==> src/rtl/dit_frame_scheduler.sv <==
// MT-32 DAC bus to I2S frame scheduler: strobe sync, CD4051 sequence tracking,
// L/R mixing with saturation, frame FIFO and a one-entry prefetch for the serializer.
module dit_frame_scheduler #(
    parameter int FIFO_DEPTH  = 4,
    parameter int LOCK_FRAMES = 2,
    parameter bit SATURATE    = 1'b1
) (
    input  logic                          mclk,
    input  logic                          rst,
    input  logic                          clk_inh,
    input  logic [2:0]                    ch_id,
    input  logic [15:0]                   dac,
    input  logic                          rev_sw,
    input  logic                          drq,
    output logic [31:0]                   data,
    output logic                          dtr,
    output logic                          locked,
    output logic [$clog2(FIFO_DEPTH):0]   fifo_level,
    output logic                          seq_err,
    output logic                          overrun,
    output logic                          underrun
);

    localparam int AW = $clog2(FIFO_DEPTH);
    localparam logic [AW:0] DEPTH_CNT = (AW + 1)'(FIFO_DEPTH);
    localparam logic [7:0]  LOCK_CNT  = 8'(LOCK_FRAMES);

    localparam logic [1:0] ST_HUNT   = 2'd0;
    localparam logic [1:0] ST_ALIGN  = 2'd1;
    localparam logic [1:0] ST_LOCKED = 2'd2;

    logic        inh_s1, inh_s2, inh_s3;
    logic        stb;

    logic [15:0] lrev, rrev, lsyn2, lsyn1, rsyn2, rsyn1;

    logic [1:0]  state;
    logic [2:0]  exp_ch;
    logic [7:0]  good;
    logic        mix_go;

    logic        go_d;
    logic        sum_vld;
    logic [17:0] sum_l, sum_r;
    logic [31:0] mix_frame;
    logic        push_req;

    logic [31:0]   mem [FIFO_DEPTH];
    logic [AW-1:0] wr_ptr, rd_ptr;
    logic [AW:0]   count;
    logic          fifo_empty, fifo_full;
    logic          push, pop;

    logic          drq_q;
    logic          drq_edge;

    function automatic logic [2:0] next_ch(input logic [2:0] c);
        case (c)
            3'd4:    return 3'd0;
            3'd0:    return 3'd6;
            3'd6:    return 3'd2;
            3'd2:    return 3'd5;
            3'd5:    return 3'd1;
            3'd1:    return 3'd7;
            3'd7:    return 3'd3;
            default: return 3'd4;
        endcase
    endfunction

    function automatic logic [17:0] sx(input logic [15:0] v);
        return {{2{v[15]}}, v};
    endfunction

    // An 18-bit sum is in 16-bit range only when bits 17..15 agree.
    function automatic logic [15:0] clamp16(input logic [17:0] s);
        if (!SATURATE)
            return s[15:0];
        if (!s[17] && (s[16] || s[15]))
            return 16'h7FFF;
        if (s[17] && !(s[16] && s[15]))
            return 16'h8000;
        return s[15:0];
    endfunction

    always_ff @(posedge mclk or posedge rst) begin
        if (rst) begin
            inh_s1 <= 1'b0;
            inh_s2 <= 1'b0;
            inh_s3 <= 1'b0;
        end else begin
            inh_s1 <= clk_inh;
            inh_s2 <= inh_s1;
            inh_s3 <= inh_s2;
        end
    end

    assign stb = inh_s3 & ~inh_s2;

    // Channel capture runs regardless of lock state so the mix always sees fresh data.
    always_ff @(posedge mclk or posedge rst) begin
        if (rst) begin
            lrev  <= '0;
            rrev  <= '0;
            lsyn2 <= '0;
            lsyn1 <= '0;
            rsyn2 <= '0;
            rsyn1 <= '0;
        end else if (stb) begin
            case (ch_id)
                3'd0:    lrev  <= dac;
                3'd1:    rrev  <= dac;
                3'd2:    lsyn2 <= dac;
                3'd3:    lsyn1 <= dac;
                3'd6:    rsyn2 <= dac;
                3'd7:    rsyn1 <= dac;
                default: ;
            endcase
        end
    end

    assign mix_go = stb && (state != ST_HUNT) && (ch_id == exp_ch) && (ch_id == 3'd3);

    always_ff @(posedge mclk or posedge rst) begin
        if (rst) begin
            state   <= ST_HUNT;
            exp_ch  <= 3'd4;
            good    <= '0;
            seq_err <= 1'b0;
        end else begin
            seq_err <= 1'b0;
            if (stb) begin
                case (state)
                    ST_HUNT: begin
                        if (ch_id == 3'd3) begin
                            state  <= ST_ALIGN;
                            exp_ch <= 3'd4;
                            good   <= '0;
                        end
                    end
                    default: begin
                        if (ch_id == exp_ch) begin
                            exp_ch <= next_ch(exp_ch);
                            if (state == ST_ALIGN && ch_id == 3'd3) begin
                                good <= good + 8'd1;
                                if (good + 8'd1 == LOCK_CNT)
                                    state <= ST_LOCKED;
                            end
                        end else begin
                            state   <= ST_HUNT;
                            seq_err <= (state == ST_LOCKED);
                        end
                    end
                endcase
            end
        end
    end

    assign locked = (state == ST_LOCKED);

    // Two-stage mix: sums one cycle after the ch 3 strobe, clamp and push the cycle after.
    always_ff @(posedge mclk or posedge rst) begin
        if (rst) begin
            go_d    <= 1'b0;
            sum_vld <= 1'b0;
            sum_l   <= '0;
            sum_r   <= '0;
        end else begin
            go_d    <= mix_go;
            sum_vld <= go_d;
            if (go_d) begin
                if (rev_sw) begin
                    sum_l <= sx(lsyn1) + sx(lrev) + sx(lsyn2);
                    sum_r <= sx(rsyn1) + sx(rrev) + sx(rsyn2);
                end else begin
                    sum_l <= sx(lsyn1);
                    sum_r <= sx(rsyn1);
                end
            end
        end
    end

    assign mix_frame = {clamp16(sum_l), clamp16(sum_r)};
    assign push_req  = sum_vld && locked;

    assign fifo_empty = (count == '0);
    assign fifo_full  = (count == DEPTH_CNT);
    assign drq_edge   = drq & ~drq_q;
    assign pop        = !fifo_empty && (!dtr || drq_edge);
    assign push       = push_req && (!fifo_full || pop);

    always_ff @(posedge mclk) begin
        if (push)
            mem[wr_ptr] <= mix_frame;
    end

    always_ff @(posedge mclk or posedge rst) begin
        if (rst) begin
            wr_ptr  <= '0;
            rd_ptr  <= '0;
            count   <= '0;
            overrun <= 1'b0;
        end else begin
            overrun <= push_req && fifo_full && !pop;
            if (push)
                wr_ptr <= wr_ptr + AW'(1);
            if (pop)
                rd_ptr <= rd_ptr + AW'(1);
            case ({push, pop})
                2'b10:   count <= count + (AW + 1)'(1);
                2'b01:   count <= count - (AW + 1)'(1);
                default: ;
            endcase
        end
    end

    assign fifo_level = count;

    // Prefetch register: reloads on the consuming drq edge when the FIFO has a frame.
    always_ff @(posedge mclk or posedge rst) begin
        if (rst) begin
            drq_q    <= 1'b0;
            dtr      <= 1'b0;
            data     <= '0;
            underrun <= 1'b0;
        end else begin
            drq_q    <= drq;
            underrun <= drq_edge && !dtr;
            if (pop) begin
                data <= mem[rd_ptr];
                dtr  <= 1'b1;
            end else if (drq_edge && dtr) begin
                dtr  <= 1'b0;
            end
        end
    end

endmodule

==> config.mk <==
export PLATFORM = sky130hd
export DESIGN_NAME = dit_frame_scheduler
export DESIGN_NICKNAME = d
export VERILOG_FILES = /design/src/rtl/dit_frame_scheduler.sv
export SDC_FILE = /design/constraint.sdc
export NUM_CORES = 1
export LEC_CHECK = 0
export BUFFER_PORTS_ARGS = -buffer_cell sky130_fd_sc_hd__clkbuf_2
export CORE_ASPECT_RATIO = 1.4
export CORE_MARGIN = 10
export CORE_UTILIZATION = 45
export DETAILED_ROUTE_END_ITERATION = 10
export MAX_ROUTING_LAYER = met4
export SLEW_MARGIN = 25
export SYNTH_ARGS = -nofsm -noshare
export SYNTH_HDL_FRONTEND = slang
export SYNTH_SLANG_ARGS = --single-unit
==> constraint.sdc <==
create_clock -name mclk -period 7.9 [get_ports mclk]
set_input_delay 0.79 -clock mclk [delete_from_list [all_inputs] [get_ports mclk]]
set_output_delay 0.79 -clock mclk [all_outputs]
set_load 0.05 [all_outputs]
==> Yosys cells after proc, flatten, opt, wreduce, memory -nomap -nowiden <==
Memory sizes are Yosys's and may differ from the RTL's. A register that Yosys moved wholly into a read port is not among the register bits.
Cells that the tools add are included.
{ "totals": {"regBits": 162, "ram_bits": 128, "inputBits": 24, "out_inout_bits": 40, "n_memories": 1} }
{ "classes": {"add_sub_neg": 9, "n_eq_ne": 21, "mux": 37, "n_bitwise": 4, "reduce_logical": 47} }
{ "memory_table": {"columns": ["name", "depth", "width", "read_ports", "rd_clocked_by_memory_dff", "write_ports", "line_no", "text"], "rows": [
  ["mem", 4, 32, 1, 1, 1, "48", "logic [31:0] mem [FIFO_DEPTH];"]
]} }
{ "ops": {"columns": ["op", "count"], "rows": [
  ["$mux W16", 8],
  ["$add A17 B16 Y18", 2],
  ["$mux W18", 2],
  ["$add A16 B16 Y17", 2],
  ["$mux W8", 4],
  ["$eq A3 B3 Y1 const B", 7],
  ["$pmux W3 S7", 1],
  ["$logic_and A1 B1 Y1", 17],
  ["$mux W1", 13],
  ["$reduce_and A2 Y1", 6],
  ["$mux W2", 5],
  ["$reduce_bool A2 Y1", 5],
  ["$eq A3 B2 Y1 const B", 3],
  ["$logic_not A3 Y1", 3],
  ["$mux W3", 3],
  ["$add A8 B1 Y8 const B", 1],
  ["$eq A8 B2 Y1 const B", 1],
  ["$logic_not A1 Y1", 8],
  ["$reduce_and A4 Y1", 2],
  ["$eq A3 B1 Y1 const B", 2],
  ["$ne A3 B1 Y1 const B", 2],
  ["$pmux W3 S2", 1],
  ["$add A2 B1 Y2 const B", 2],
  ["$eq A2 B1 Y1 const B", 2],
  ["other kinds (10)", 16]
]} }

==> Logic depth before layout (Yosys ltp) <==
Gate-level depths: netlist (run 1).
{ "depth": {"depth_word": 8, "mapped_depth": 14, "depth_no_buf": 14} }

==> Least setup slack after synthesis (run 1) <==
Ideal clock, no wire load.
{ "synth_path": {"kind": "flip-flop to flip-flop", "start": "register state[0]", "end": "memory mem[0][0] (enable)", "arrival_ps": 2718, "t_required_ps": 7508, "setup_slack_ps": 4790, "path_stages_with_launch": 5, "synth_period_minus_slack_ps": 3110, "cell_sequence": "dfrtp_1 -> nor2b_1 -> nand2_1 -> a31oi_1 -> and2_1"} }
{ "synth_via": {"elab_chain_cells": 5} }
{ "synth_lines": {"columns": ["element", "line_no", "text"], "rows": [
  ["start: declaration", "37", "logic [1:0] state;"],
  ["start signal: assignment", "125", "state <= ST_HUNT;"],
  ["start signal: assignment", "135", "state <= ST_ALIGN;"],
  ["start signal: assignment", "146", "state <= ST_LOCKED;"],
  ["$eq A2 B2 Y1", "158", "assign locked = (state == ST_LOCKED);"],
  ["via locked", "17", "output logic locked,"],
  ["$logic_and A1 B1 Y1", "183", "assign push_req = sum_vld && locked;"],
  ["$logic_and A1 B1 Y1", "189", "assign push = push_req && (!fifo_full || pop);"],
  ["$mux W1", "192", "if (push)"],
  ["$mux W1 (not written as such)", "193", "mem[wr_ptr] <= mix_frame;"],
  ["end: declaration", "48", null]
]} }
The timed path passes the listed nets, and every way through them passes these cells.

==> Worst setup path after layout (run 1) <==
{ "layout_path": {"start": "register inh_s2", "end": "register good[5]"} }
{ "layout_via": {"elab_chain_cells": 3} }
{ "layout_lines": {"columns": ["element", "line_no", "text"], "rows": [
  ["start: declaration", "32", "logic inh_s1, inh_s2, inh_s3;"],
  ["start signal: assignment", "92", "inh_s2 <= inh_s1;"],
  ["$not A1 Y1", "97", "assign stb = inh_s3 & ~inh_s2;"],
  ["$and A1 B1 Y1", "97", null],
  ["$reduce_and A4 Y1 (no source line)", null, null],
  ["end signal: assignment", "144", "good <= good + 8'd1;"],
  ["end: declaration", "39", "logic [7:0] good;"]
]} }
No other way between the ends.
A chain may end at the register's enable or synchronous reset.

==> results of run 1 <==
synthesized netlist by cell type, types with 7 or more instances:
master    instances  area (um2)
dfrtp_1         193        4830
mux2_2          130        1464
edfxtp_1        128        3844
nor2_1          125       469.2
a21oi_1          39       195.2
ha_1             38       475.5
fa_1             35       700.7
inv_1            33       123.9
mux4_2           32       720.7
o21ai_0          31       155.2
clkbuf_1         26       97.59
mux2i_1          25       250.2
nand2_1          25       93.84
xnor2_1          25       219.0
nand3_1          16       80.08
a21o_1           11       82.58
a31oi_1          11       68.82
xor2_1           10       87.58
nor2b_1           9       56.30
buf_2             8       40.04
nand2b_1          8       50.05
and3_1            7       43.79
state kept, by name, summed over array words and instances, names as in the netlist, 3 cells and up:
signal	flops
fifo_level	3
lrev	16
lsyn1	16
rsyn1	16
data	32
rsyn2	16
rrev	16
lsyn2	16
sum_l	18
good	8
exp_ch	3
mem	128
sum_r	18
per-stage QoR:
stage	power, mW	cell area (um2)	worst slack [ns]	hold WS (ns)
2_1_floorplan	3.917	14760	1.828	0.3312
3_3_place_gp	4.393	15540	4.667	0.3418
3_5_place_dp	4.421	15550	4.604	0.3418
4_1_cts	6.080	16700	4.790	0.3538
5_1_grt	6.395	16720	4.391	0.3559
6_report	5.991	16720	4.787	0.3510
per-layer routing:
layer	routed length, um	up-vias	share of wire	track usage
li1	-	3912	-	-
met1	12610	4151	0.44	0.1780
met2	14500	120	0.51	0.2561
met3	897	45	0.031	0.02527
met4	651	0	0.023	0.04672
met5	0	-	0	-
how the worst max path moves through the flow:
stage | slack, ns | cells past startpoint | to
detailed placement | 4.60 | 9 | good[2]
global placement | 4.67 | 9 | good[4]
floorplan | 1.83 | 1 | data[0]
global route | 4.39 | 8 | good[3]
CTS | 4.79 | 8 | good[5]
finish | 4.79 | 8 | good[5]
layout make-up:
class	instances	area, um2
clock buffers	48	984.7
fillers	2811	15690
clock inverters	13	167.7
inverters	33	131.4
multi-input cells	647	5751
flip-flops and latches	322	8703
repair buffers	77	427.9
well taps	440	550.5
cell families after synthesis:
logic type,synth area share
buf+inv,0.02187
simple gates,0.06663
fa+ha+maj,0.07969
flops,0.5894
compound gates,0.05663
xor+xnor,0.02077
mux,0.1650
power by group:
group          leakage, nW  total, mW  internal, mW  switching [mW]
Clock                0.573       1.63          1.00           0.630
Combinational         2.75       2.18         0.951            1.23
Sequential            3.33       2.18          1.97           0.210
Total                 6.65       5.99          3.92            2.07
==> impl_metrics.ini, run 1 <==
[clock_network]
root_buffer = clkbuf_16
cts.clk_slew.worst_paths_ns = 0.06
cts_resized = 0
cts-buffers-inserted = 34
hold_buffers = 0
clock-sinks = 322
post_cts_buffers = 0
cts_htree_levels = 2
cts_tree = yes
clock_latency_ns = 0.52
clockBufferDepth = 3

[synth]
yosysUniqueCellTypes = 63
synth_edf_count = 128
synthCells = 1041
syn_area_per_cell_um2 = 14.18
seq_area_frac_synth = 0.5894
synth_seq_cells = 322
yosys_warnings = 0
synthArstFlopShare = 0.6025
syn-num-nets = 1138
synth_ff_type = dfrtp_1
syn-cell-area_mm2 = 0.01476

[power_and_ir_drop]
peakVddDrop_mv = 0.1776
leakagePower_nw = 6.654
powerDensity_mw_per_mm2 = 358.4

[setup_path]
max_stage_delay_ns = 0.93
cp-end-kind = register
crit_type = register to register
required_ns = 8.33
r2r_cells = 8
regToRegSetupSlack_ns = 4.79
r2r-end = good[5]
start_kind = register
cp_top_family = simple AND/OR/NAND/NOR gates
path_buf_inv = 0
cp_slowest_cell = and3_1
startpoint = inh_s2
critPathArrivalTime_ns = 3.54
cp_max_fo = 21
crit_path_cell_trace = nor2b_1 -> and3_1 -> o2bb2ai_1 -> nor2_1 -> nand2_2 -> nor2_1 -> o21ai_0 -> o21ai_0
rr_startpoint = inh_s2

[place]
numPortBuffers = 63
place_inst = 1518
post-dp-hpwl_um = 19640
routabilityCongestion = 0.7996

[route]
ant_nets = 0
vias = 8228
drc = 0
routedWlPerCell_um = 18.14
finalWirelength_um = 28660
dr.first_iter.drc_count = 415
via_per_inst = 5.208
first_pass_iters = 4

[min_path]
holdPathEnd = inh_s2
hold_depth = 0
hold_class = register to register
min_from = inh_s1

[global_routing]
grt_max_degree = 128
grt_pass1_vias = 8820
gr-total-overflow = 0
grtUsageTotal = 0.1494
grt_pass1_wl_um = 47720
antenna_found_initial = 0

[timing]
final-max-slew-violation-count = 0
fmax_ghz = 0.3213
final_hold_viol_count = 0
min_period_ns = 3.113
rsz0062_at_grt = false
tightest_slew_ns = 1.008
tns_ns = 0
fin_worst_skew_ns = 0.01167
min_period_over_period = 0.3940
max_slew_margin = 0.3283
setup_viol = 0

[layout]
nets = 1212
final_layout_size_suffix_gt1_frac = 0.2728
syn_to_final_growth_pct = 13.26
antennaDiodeCount = 0
mostFrequentLayoutCells = 190 x dfrtp_1, 130 x mux2_2, 128 x edfxtp_1
utilization = 0.5159
instances_no_fill = 1580
final_common_cell = dfrtp_1

[floorplan]
die_h_um = 234.3
io_pins = 64
core_area_mm2 = 0.03240
start_util = 0.4555
chipWidth_um = 173.1
num_rows = 78
dieArea_mm2 = 0.04055

[job]
maxCapViolCount = 0

[status]
status = completed
No activity file was read; power rests on OpenSTA's default activity.
==> run 2, diff against run 1 <==
--- a/config.mk
+++ b/config.mk
@@ -5,6 +5,7 @@
 export SDC_FILE = /design/constraint.sdc
 export NUM_CORES = 1
 export LEC_CHECK = 0
+export ABC_AREA = 1
 export BUFFER_PORTS_ARGS = -buffer_cell sky130_fd_sc_hd__clkbuf_2
 export CORE_ASPECT_RATIO = 1.4
 export CORE_MARGIN = 10
==> constraint.sdc (replaced) <==
create_clock -name mclk -period 2.9 [get_ports mclk]
set_input_delay 0.29 -clock mclk [delete_from_list [all_inputs] [get_ports mclk]]
set_output_delay 0.29 -clock mclk [all_outputs]
set_load 0.05 [all_outputs]
==> run 2 against run 1 <==
- hold slack lost 0.30 ns
- non-clock buffer count grew 16
- critical path type unchanged
- final cell count grew 39%
- sequential power grew to 2.8 times the previous value
==> impl_metrics.ini, run 2 <==
[layout]
final_layout_size_suffix_gt1_frac = 0.09570
mostFrequentLayoutCells = 334 x nand2_1, 257 x nor2_1, 192 x dfrtp_1
syn_to_final_growth_pct = 13.27
n_fill_cell = 3174
seq_area_mm2 = 0.008701
largest_reg_flops = 128
final_common_cell = nand2_1
regMostFlops = mem
top_regs = mem x128, data x32
nets = 1818
antennaDiodeCount = 0
multi_input_area_mm2 = 0.005748

[min_path]
hold_class = input port to register
holdPathEnd = lsyn1[0]
min_from = dac[0]
hold_depth = 3

[timing]
min_period_ns = 2.463
final_hold_viol_count = 0
tightest_slew_ns = 0.8235
min_period_over_period = 0.8495
max_slew_margin = 0.4504
hold_slack_ns = 0.04670
fmax_ghz = 0.4059
rsz0062_at_grt = false
final.setup.worst_slack_ns = 0.4365
tns_ns = 0
final-max-slew-violation-count = 0
fin_worst_skew_ns = 0.01270
setup_viol = 0

[synth]
synth_ff_type = dfrtp_1
syn-num-nets = 1759
yosysUniqueCellTypes = 37
synthArstFlopShare = 0.6025
netlist.area_leader.share = 0.3136
synth_edf_count = 128
synth.area.top_cells = dfrtp_1 31%, edfxtp_1 25%, nand2_1 8.2%
yosys_warnings = 0
syn_area_per_cell_um2 = 9.265
synthCells = 1662
yosys.area.top_type = dfrtp_1
syn-cell-area_mm2 = 0.01540
seq_area_frac_synth = 0.5650
synth.most_common_cell = nand2_1
synthTopCellsByCount = 335 x nand2_1, 261 x nor2_1, 193 x dfrtp_1
synth_seq_cells = 322

[clock_network]
cts-buffers-inserted = 31
post_cts_buffers = 0
clock_latency_ns = 0.56
hold_buffers = 3
cts_htree_levels = 1
clockBufferDepth = 3
cts_resized = 0
root_buffer = clkbuf_16
cts.clk_slew.worst_paths_ns = 0.07
cts_tree = yes
clock-sinks = 322

[route]
ant_nets = 0
via_per_inst = 4.980
finalWirelength_um = 34420
vias = 10940
drc = 0
routedWlPerCell_um = 15.67
first_pass_iters = 5
dr.first_iter.drc_count = 494

[power_and_ir_drop]
peakVddDrop_mv = 0.4651
leakagePower_nw = 8.019
powerDensity_mw_per_mm2 = 1012
total_power_mw = 17.66

[setup_path]
r2r_cells = 14
cp_max_fo = 3
rr_startpoint = rrev[1]
cp-end-kind = register
start_kind = register
critPathArrivalTime_ns = 2.91
required_ns = 3.35
r2r-end = sum_r[13]
regToRegSetupSlack_ns = 0.44
crit_type = register to register

[place]
post-place-ws_ns = 0.4557
post-dp-hpwl_um = 23720
routabilityCongestion = 0.8789
numPortBuffers = 63

[floorplan]
io_pins = 64
core_area_mm2 = 0.03393
die_h_um = 238.9
dieArea_mm2 = 0.04212
start_util = 0.4538
num_rows = 80
chipWidth_um = 176.3

[status]
status = completed

[global_routing]
grt_max_degree = 101
antenna_found_initial = 0
gr-total-overflow = 0
grt_pass1_vias = 10830
grtUsageTotal = 0.1698
grt_pass1_wl_um = 56720

[job]
maxCapViolCount = 0
run 2: changes by cell type after synthesis, sizes merged, moves of 18 or more:
cell    change
o21ai     +148
a31oi      +21
a21oi      +41
mux4       -32
xnor2      -18
clkbuf     +21
nand3      +37
nor2      +140
inv       +153
mux2      -130
mux2i      -25
nand2     +309
run 2: kinds of logic after synthesis:
family                     share of synthesized area
adders and majority gates                    0.07638
DFF                                           0.5650
buffers and inverters                        0.06257
AOI/OAI and AO/OA                             0.1083
and+or+nand+nor                               0.1764
xor gates and xnor gates                     0.01138
run 2: how the worst max path moves through the flow:
stage               slack [ns]     start        end  cells after the start
floorplan                -0.29  state[1]  mem[1][0]                      6
global placement          0.47   lrev[1]  sum_l[13]                     14
detailed placement        0.46   lrev[1]  sum_l[13]                     14
CTS                       0.43   rrev[1]  sum_r[13]                     14
global route              0.18   rrev[1]   sum_r[9]                     12
finish                    0.44   rrev[1]  sum_r[13]                     14
run 2: worst max-delay path, stage by stage (launching register included):
cell	delay, ns
dfrtp_1	0.40
fa_1	0.54
ha_1	0.18
inv_1	0.06
fa_1	0.38
inv_1	0.09
nand2_1	0.08
nand2_1	0.09
nand3_1	0.07
nand2_1	0.13
nand2_1	0.08
nand3_1	0.07
nand3_1	0.08
nand2_1	0.07
nand2_1	0.04
run 2: layout make-up:
class	count	area share
clock buffer	40	0.04986
clock inverter	17	0.01413
inverter	186	0.04024
multi-input combinational	1087	0.3296
sequential	322	0.4989
tap	451	0.03235
timing repair buffer	93	0.03501
run 2: power by group:
group / leakage [nW] / switching (mW) / internal (mW)
Clock: 0.546 / 1.72 / 2.65
Sequential: 3.46 / 0.565 / 5.63
Combinational: 4.01 / 4.77 / 2.32
Total: 8.02 / 7.05 / 10.6
run 2: per-layer routing:
| layer | wire [um] | GRT usage |
|---|---|---|
| met2 | 17090 | 0.2893 |
| met3 | 1444 | 0.02481 |
| met1 | 14950 | 0.2042 |
| met5 | 0 | - |
| met4 | 934 | 0.05310 |
run 2: stage by stage:
stage               instance area, um2  std cells    util
floorplan                        15400       1662       -
global placement                 16290       2136  0.4802
detailed placement               16290       2136  0.4802
CTS                              17440       2196  0.5139
global route                     17440       2196  0.5140
finish                           17440       2196  0.5140
